$ cat config.mk
export PLATFORM = sky130hd
export DESIGN_NAME = byte_pair_sequencer
export DESIGN_NICKNAME = d
export VERILOG_FILES = /design/src/rtl/byte_pair_sequencer_pkg.sv /design/src/rtl/byte_pair_sequencer_done_timeout_counter.sv /design/src/rtl/byte_pair_sequencer.sv
export SDC_FILE = /design/constraint.sdc
export NUM_CORES = 1
export LEC_CHECK = 0
export BUFFER_PORTS_ARGS = -buffer_cell sky130_fd_sc_hd__buf_4
export CAP_MARGIN = 40
export CORE_AREA = 2 2 71 73
export CTS_BUF_LIST = sky130_fd_sc_hd__clkbuf_8 sky130_fd_sc_hd__clkbuf_16
export DETAILED_ROUTE_END_ITERATION = 8
export DIE_AREA = 0 0 73 75
export PLACE_DENSITY = 0.86
export REMOVE_ABC_BUFFERS = 1
export SLEW_MARGIN = 20
export SYNTH_ARGS = -nofsm -noshare
export SYNTH_HDL_FRONTEND = slang
export SYNTH_SLANG_ARGS = --single-unit
$ cat constraint.sdc
create_clock -name clk -period 2.2 [get_ports clk]
set_input_delay 0.44 -clock clk [delete_from_list [all_inputs] [get_ports clk]]
set_output_delay 0.44 -clock clk [all_outputs]
set_load 0.03 [all_outputs]
$ cat src/rtl/byte_pair_sequencer_pkg.sv
// Shared definitions for the byte pair sequencer: FSM encoding and counter widths.
package byte_pair_pkg;

   localparam int DEFAULT_DATA_WIDTH = 8;
   localparam int TIMEOUT_CNT_W      = 8;
   localparam int PAIR_CNT_W         = 16;

   typedef enum logic [2:0] {
      ST_GET_A     = 3'd0,
      ST_GET_B     = 3'd1,
      ST_LAUNCH    = 3'd2,
      ST_WAIT_DONE = 3'd3,
      ST_HOLD      = 3'd4
   } bp_state_e;

endpackage

$ cat src/rtl/byte_pair_sequencer_done_timeout_counter.sv
// Counts WAIT_DONE cycles; expired_o is high during the last permitted cycle.
module done_timeout_counter
   import byte_pair_pkg::*;
#(
   parameter int TIMEOUT_CYCLES = 16
) (
   input  logic clk,
   input  logic reset_n,
   input  logic clear_i,
   input  logic enable_i,
   output logic expired_o
);

   localparam logic [TIMEOUT_CNT_W-1:0] LAST_CNT = TIMEOUT_CNT_W'(TIMEOUT_CYCLES - 1);

   logic [TIMEOUT_CNT_W-1:0] count_q;
   logic [TIMEOUT_CNT_W-1:0] count_d;

   // The FSM leaves WAIT_DONE on expiry, so the count never needs to roll over.
   assign expired_o = enable_i && (count_q == LAST_CNT);

   always_comb begin
      count_d = count_q;
      if (clear_i) begin
         count_d = '0;
      end else if (enable_i && !expired_o) begin
         count_d = count_q + 1'b1;
      end
   end

   always_ff @(posedge clk) begin
      if (!reset_n) begin
         count_q <= '0;
      end else begin
         count_q <= count_d;
      end
   end

endmodule

$ cat src/rtl/byte_pair_sequencer.sv
// Pairs incoming bytes as A/B, launches one parity operation per pair and
// presents the captured result on a valid/ready output with a timeout guard.
module byte_pair_sequencer
   import byte_pair_pkg::*;
#(
   parameter int DATA_WIDTH     = DEFAULT_DATA_WIDTH,
   parameter int TIMEOUT_CYCLES = 16
) (
   input  logic                  clk,
   input  logic                  reset_n,
   input  logic [DATA_WIDTH-1:0] in_data,
   input  logic                  in_valid,
   output logic                  in_ready,
   output logic [DATA_WIDTH-1:0] byte_a,
   output logic [DATA_WIDTH-1:0] byte_b,
   output logic                  start,
   input  logic                  done,
   input  logic [DATA_WIDTH-1:0] byte_parity,
   output logic [DATA_WIDTH-1:0] out_parity,
   output logic                  out_valid,
   input  logic                  out_ready,
   output logic                  timeout_err,
   output logic [PAIR_CNT_W-1:0] pair_count,
   output logic [2:0]            dbg_state_o
);

   // Handshakes: a transfer happens on a rising edge where valid and ready are
   // both 1; valid-side data and valid stay stable until that transfer.

   bp_state_e             state_q;
   logic                  in_ready_q;
   logic [DATA_WIDTH-1:0] byte_a_q;
   logic [DATA_WIDTH-1:0] byte_b_q;
   logic                  start_q;
   logic [DATA_WIDTH-1:0] out_parity_q;
   logic                  out_valid_q;
   logic                  timeout_err_q;
   logic [PAIR_CNT_W-1:0] pair_count_q;
   logic [PAIR_CNT_W-1:0] pair_count_d;
   logic                  tmo_clear;
   logic                  tmo_enable;
   logic                  tmo_expired;

   assign tmo_clear    = (state_q == ST_LAUNCH);
   assign tmo_enable   = (state_q == ST_WAIT_DONE);
   assign pair_count_d = pair_count_q + 1'b1;

   done_timeout_counter #(
      .TIMEOUT_CYCLES(TIMEOUT_CYCLES)
   ) u_tmo (
      .clk      (clk),
      .reset_n  (reset_n),
      .clear_i  (tmo_clear),
      .enable_i (tmo_enable),
      .expired_o(tmo_expired)
   );

   always_ff @(posedge clk) begin
      if (!reset_n) begin
         state_q       <= ST_GET_A;
         in_ready_q    <= 1'b0;
         byte_a_q      <= '0;
         byte_b_q      <= '0;
         start_q       <= 1'b0;
         out_parity_q  <= '0;
         out_valid_q   <= 1'b0;
         timeout_err_q <= 1'b0;
         pair_count_q  <= '0;
      end else begin
         start_q       <= 1'b0;
         timeout_err_q <= 1'b0;
         case (state_q)
            ST_GET_A: begin
               in_ready_q <= 1'b1;
               if (in_valid && in_ready_q) begin
                  byte_a_q <= in_data;
                  state_q  <= ST_GET_B;
               end
            end
            ST_GET_B: begin
               if (in_valid && in_ready_q) begin
                  byte_b_q   <= in_data;
                  in_ready_q <= 1'b0;
                  start_q    <= 1'b1;
                  state_q    <= ST_LAUNCH;
               end
            end
            ST_LAUNCH: begin
               state_q <= ST_WAIT_DONE;
            end
            ST_WAIT_DONE: begin
               // done takes priority over a simultaneous expiry
               if (done) begin
                  out_parity_q <= byte_parity;
                  out_valid_q  <= 1'b1;
                  state_q      <= ST_HOLD;
               end else if (tmo_expired) begin
                  timeout_err_q <= 1'b1;
                  in_ready_q    <= 1'b1;
                  state_q       <= ST_GET_A;
               end
            end
            ST_HOLD: begin
               if (out_ready) begin
                  out_valid_q  <= 1'b0;
                  pair_count_q <= pair_count_d;
                  in_ready_q   <= 1'b1;
                  state_q      <= ST_GET_A;
               end
            end
            default: begin
               in_ready_q <= 1'b0;
               state_q    <= ST_GET_A;
            end
         endcase
      end
   end

   assign in_ready    = in_ready_q;
   assign byte_a      = byte_a_q;
   assign byte_b      = byte_b_q;
   assign start       = start_q;
   assign out_parity  = out_parity_q;
   assign out_valid   = out_valid_q;
   assign timeout_err = timeout_err_q;
   assign pair_count  = pair_count_q;
   assign dbg_state_o = state_q;

endmodule

==> results of run 1 <==
==> cells by family after synthesis <==
logic type,after synthesis
flip-flops,55
XOR/XNOR,15
adder cells (fa/ha/maj),2
multiplexers,19
AND/OR/NAND/NOR,119
AO/OA/AOI/OAI,30
buffers and inverters,16
==> path summary, 6_finish.rpt <==
kind / startpoint / to / slack [ns] / depth (start not counted)
max: pair_count[5] / pair_count[15] / 0.45 / 4
max reg2reg: pair_count[5] / pair_count[15] / 0.45 / 4
min reg2reg: out_parity[4] / out_parity[4] / 0.46 / 2
min: done / timeout_err / 0.33 / 2
==> registers in the layout, indices dropped and copies added, names as in the netlist <==
signal	cells
out_valid	1
start	1
dbg_state_o	3
timeout_err	1
pair_count	16
byte_b	8
in_ready	1
u_tmo.count_q	8
out_parity	8
byte_a	8
==> worst reg2reg max path, stage by stage (launching register included) <==
cell and delay [ns]:
dfxtp_1 0.43, nand4_1 0.21, or4_4 0.56, or3_1 0.36
a21oi_1 0.14
==> metrics by stage <==
| stage | instances | total power [mW] | util, % |
|---|---|---|---|
| 2_1_floorplan | 244 | 1.15 | - |
| 3_3_place_gp | 374 | 1.25 | 62.0 |
| 3_5_place_dp | 374 | 1.25 | 62.0 |
| 4_1_cts | 382 | 1.77 | 63.7 |
| 5_1_grt | 382 | 1.82 | 63.7 |
| 6_report | 382 | 1.75 | 63.7 |
==> where the power goes <==
part	switching, mW	total (mW)	internal [mW]
combinational	0.111	0.201	0.0899
sequential	0.0116	1.03	1.01
clock	0.310	0.525	0.215
==> Yosys cell counts, drive strengths merged (2+ instances only) <==
cell	number
dfxtp	55
nor2	37
nand2	33
a21oi	19
mux2i	19
clkbuf	11
xnor2	9
nor4	7
nand3	6
nor3	6
xor2	6
and3	4
nand2b	4
nand4	4
o21ai	4
inv	3
nor4b	3
or3	3
a211oi	2
and2	2
ha	2
nand4b	2
==> metal layers <==
metal / vias up / share of wire [%]
met5: - / 0
met3: 7 / 5.1
met2: 55 / 51
met1: 925 / 43
li1: 1019 / -
met4: 0 / 1.2
==> cell type report <==
type                    instances  area (um^2)  area share (%)
multi-input cells             185         1120            37.8
flip-flops and latches         55         1100            37.1
clock buffers                   5         68.8            2.32
inverters                       4         15.0           0.506
clock inverters                 3         12.5           0.421
well taps                      54         67.6            2.28
repair buffers                 76          583            19.6
==> out/summary.txt, run 1 <==
Max transition margin: 61.2%
Multiplexer area fraction after synthesis: 8.35%
Setup Crit Path Kind: flop to flop
Most frequent cells in the layout: buf_4, dfxtp_1, nor2_1
Top FF cell, synth: dfxtp_1
GP Congestion: 0.755
Slew @ Worst Pin: 0.579 ns
Pre-CTS setup slack: 0.367 ns
Total grt overflow: 0
Leading area contributor after synthesis: dfxtp_1
Top Usage Layer GRT: met2
Vias in the first global route: 1870
Core ar.: 0.00466 mm^2
Post-synthesis sequential area ratio: 48.4%
Fin Setup TNS: 0 ns
Final Cell Area: 0.00297 mm^2
Commonest non-fill, non-tap cell in the layout: buf_4
Die area: 0.00548 mm^2
CP delay by family, top: simple AND/OR/NAND/NOR gates
Crit path arrival time: 2.00 ns
Synth Cell Area: 0.00228 mm^2
M3 GR Usage: 4.69%
Syn. warnings: 0
Crit path cell chain: nand4_1 -> or4_4 -> or3_1 -> a21oi_1
DRC: 0
CP peak stage delay: 0.56 ns
GR Layer Usage met1: 22.7%
TritonCTS clock tree: done
Post-synth ARST share: 0%
Vias post-DR: 2006
H-tree depth: 2
Hold_ws: 0.325 ns
X dimension of the die: 73 um
Share of layout cells above drive strength 1: 26.5%
Clock Path Buffers: 2
Worst hold path class: primary input to flop
DR vias/cell: 5.25
Combinational family with the most area after synthesis: simple AND/OR/NAND/NOR gates
CP Launch Type: flop
Endpoint class of the critical path: flop
Avg Cell Area, Syn: 8.90 um^2
Rows: 25
Clk root buf: clkbuf_8
Clock sink count: 55
# port buffers: 67
Layout Nets: 350
Largest cells by area after synthesis: dfxtp_1, mux2i_1, nor2_1
Placed inst area: 0.00289 mm^2
Grt met2 use: 34.1%
Worst EP required: 2.44 ns
Post-synthesis xor/xnor area fraction: 5.77%
Final ANT Viol Nets: 0
Clk_lat worst skew: 0.31 ns
Fill cells: 403
Postcts setup bufs: 0
Final period util: 79.7%
Slew Viols, Final: 0
TritonCTS Buffers: 5
Drt wl/cell: 13.2 um
Synth cell types: 39
Yosys reg bits: 55
Max IR drop VDD: 348 uV
Area share of the largest cell type after synthesis: 48.4%
Slowest CP cell: or4_4
Tmin final: 1.75 ns
Hold-fix buffers, CTS: 0
Setup WS post-layout: 0.447 ns
RSZ-0062 raised after global routing: no
Final clock skew: 0.00368 ns
Number of synthesized flops with an enable pin: 0
Maxcap violations: 0
Worst path bufs/invs: 0
Power Dens Cells: 590 mW/mm^2
Die H: 75 um
Post-DP HPWL: 3.74 mm
CTS clk-pin slew, worst paths: 0.09 ns
Endpoints failing setup: 0
Worst-path maximum fanout: 6
First-pass GRT wire length: 8.27 mm
TritonRoute pass-1 iters: 4
Fmax: 0.570 GHz
Starting Density: 48.9%
Post-synthesis cell count: 256
Post-CTS sizing: 0
Area growth, synth to finish: 30.4%
Routed wire length: 5.04 mm
Status: completed
Synth Area in Compound Gates: 7.53%
Largest net degree at the start of global routing: 28
Starting DRT DRC Count: 104
Initial antenna violation count: 0
Adder and majority gate portion of the synthesized area: 1.10%
Hold Fails Final Rpt: 0
I/O Pins: 68
Leak pwr: 1.22 nW
Inserted Diodes: 0
Tot GR Track Use: 19.2%
Simple-Gate Fraction of Synth Area: 26.2%
(Power assumes the default switching activity.)
==> run 2: changes to the inputs <==
==> constraint.sdc (replaced) <==
create_clock -name clk -period 1.7 [get_ports clk]
set_input_delay 0.34 -clock clk [delete_from_list [all_inputs] [get_ports clk]]
set_output_delay 0.34 -clock clk [all_outputs]
set_load 0.03 [all_outputs]
==> out/summary.txt, run 2 (same netlist as run 1, synthesis figures left out) <==
Status: completed
Starting Density: 48.9%
Fill cells: 374
# port buffers: 67
TritonCTS clock tree: done
Endpoint class of the critical path: flop
Worst Hold Depth: 2
Register-to-Register Path Depth: 4
RSZ-0062 raised after global routing: no
Initial antenna violation count: 0
X dimension of the die: 73 um
Slew Viols, Final: 0
Share of layout cells above drive strength 1: 31.6%
Final Util: 66.7%
Power Dens Cells: 777 mW/mm^2
Crit path arrival time: 1.87 ns
Reg2Reg Setup Slack: 0.08 ns
Final period util: 95.4%
DRC: 0
Routed wire length: 5.42 mm
Clock Path Buffers: 2
Tmin final: 1.62 ns
Commonest non-fill, non-tap cell in the layout: buf_4
Critical R2R Launch: pair_count[1]
Slew @ Worst Pin: 0.421 ns
Postcts setup bufs: 0
Clk_lat worst skew: 0.30 ns
Clk root buf: clkbuf_8
CTS clk-pin slew, worst paths: 0.09 ns
TritonCTS Buffers: 5
Tot GR Track Use: 19.9%
Starting DRT DRC Count: 114
Hold Fails Final Rpt: 0
Max reg flops: 16
TritonRoute pass-1 iters: 4
Rows: 25
Vias post-DR: 2090
Die area: 0.00548 mm^2
Largest net degree at the start of global routing: 22
Sequential cell area: 0.00111 mm^2
Core ar.: 0.00466 mm^2
GP Congestion: 0.761
Endpoints failing setup: 0
FF-to-FF End: pair_count[15]
Area occupied by multi-input gates: 0.00115 mm^2
Max transition margin: 71.5%
CP Launch Type: flop
Worst hold path class: primary input to flop
Inserted Diodes: 0
Hold-fix buffers, CTS: 0
Clock sink count: 55
Max IR drop VDD: 508 uV
Final clock skew: 0.00804 ns
Most frequent cells in the layout: buf_4, dfxtp_1, nor2_1
First-pass GRT wire length: 8.54 mm
I/O Pins: 68
Hold path endpoint: timeout_err
Fin Setup TNS: 0 ns
Total grt overflow: 0
Setup Crit Path Kind: flop to flop
Leak pwr: 1.28 nW
Post-DP HPWL: 3.84 mm
H-tree depth: 2
Vias in the first global route: 1999
Worst Hold Launch: done
Worst-path maximum fanout: 6
Drt wl/cell: 13.8 um
Final ANT Viol Nets: 0
Worst EP required: 1.95 ns
DR vias/cell: 5.32
Layout Nets: 362
Area growth, synth to finish: 36.4%
Fmax: 0.616 GHz
Maxcap violations: 0
Die H: 75 um
[run 2: changes by cell type in the layout (fill, tap and decap cells not counted), sizes merged]
cell    delta
buf       +12
bufinv     +1
clkinv     -1
inv        -1
[run 2: worst max path at each step]
stage                         from              to  slack [ns]  cells past startpoint
CTS                 dbg_state_o[1]  pair_count[15]        0.07                      4
global placement         out_ready  pair_count[15]        0.04                      5
detailed placement       out_ready  pair_count[15]       0.002                      5
finish               pair_count[1]  pair_count[15]        0.08                      4
floorplan           dbg_state_o[0]       byte_b[0]       -0.85                      3
global route         pair_count[1]  pair_count[15]       0.004                      4
[run 2: report_power, final]
| part | leakage (nW) | switching [mW] | internal (mW) |
|---|---|---|---|
| combinational | 0.780 | 0.146 | 0.118 |
| clock | 0.0554 | 0.400 | 0.426 |
| sequential | 0.447 | 0.0154 | 1.31 |
| total | 1.28 | 0.561 | 1.85 |
[run 2: metrics by stage]
stage / area (um^2) / worst slack [ns] / hold slack [ns] / total power [mW] / std cells
after floorplan: 2230 / -0.845 / 0.416 / 1.49 / 244
after global placement: 2970 / 0.0411 / 0.442 / 1.61 / 386
after detailed placement: 2970 / 0.00200 / 0.448 / 1.62 / 386
after CTS: 3070 / 0.0742 / 0.231 / 2.43 / 393
after global routing: 3110 / 0.00388 / 0.234 / 2.51 / 393
final: 3110 / 0.0776 / 0.242 / 2.42 / 393
[run 2: area by class of cell]
cell class | count | share of cell area [%]
Multi-Input combinational cell | 185 | 37.1
Inverter | 4 | 0.483
Timing Repair Buffer | 88 | 21.3
Tap cell | 54 | 2.17
Clock buffer | 5 | 2.22
Clock inverter | 2 | 1.09
Sequential cell | 55 | 35.7
[run 2: timing repair]
item / CTS / global route
resized for setup: 0 / 10
endpoints found under the hold margin: 0 / 0
endpoints found under the setup margin: 0 / 3
[run 2: worst max-delay path: stages (launching register included)]
cell and delay (ns):
dfxtp_2 0.39, nand4_1 0.11, or4_4 0.55, or3_4 0.38, a21oi_2 0.13
[run 2: metal layers]
layer  vias to the layer above  part of all wire [%]  routed length [um]  track usage, %
met5                         -                     0                   0               0
met4                         0                  0.63                  34            7.41
met3                         4                   5.1                 278            5.62
met2                        73                    51                2790            34.5
met1                       969                    43                2320            23.4
li1                       1044                     -                   -               -
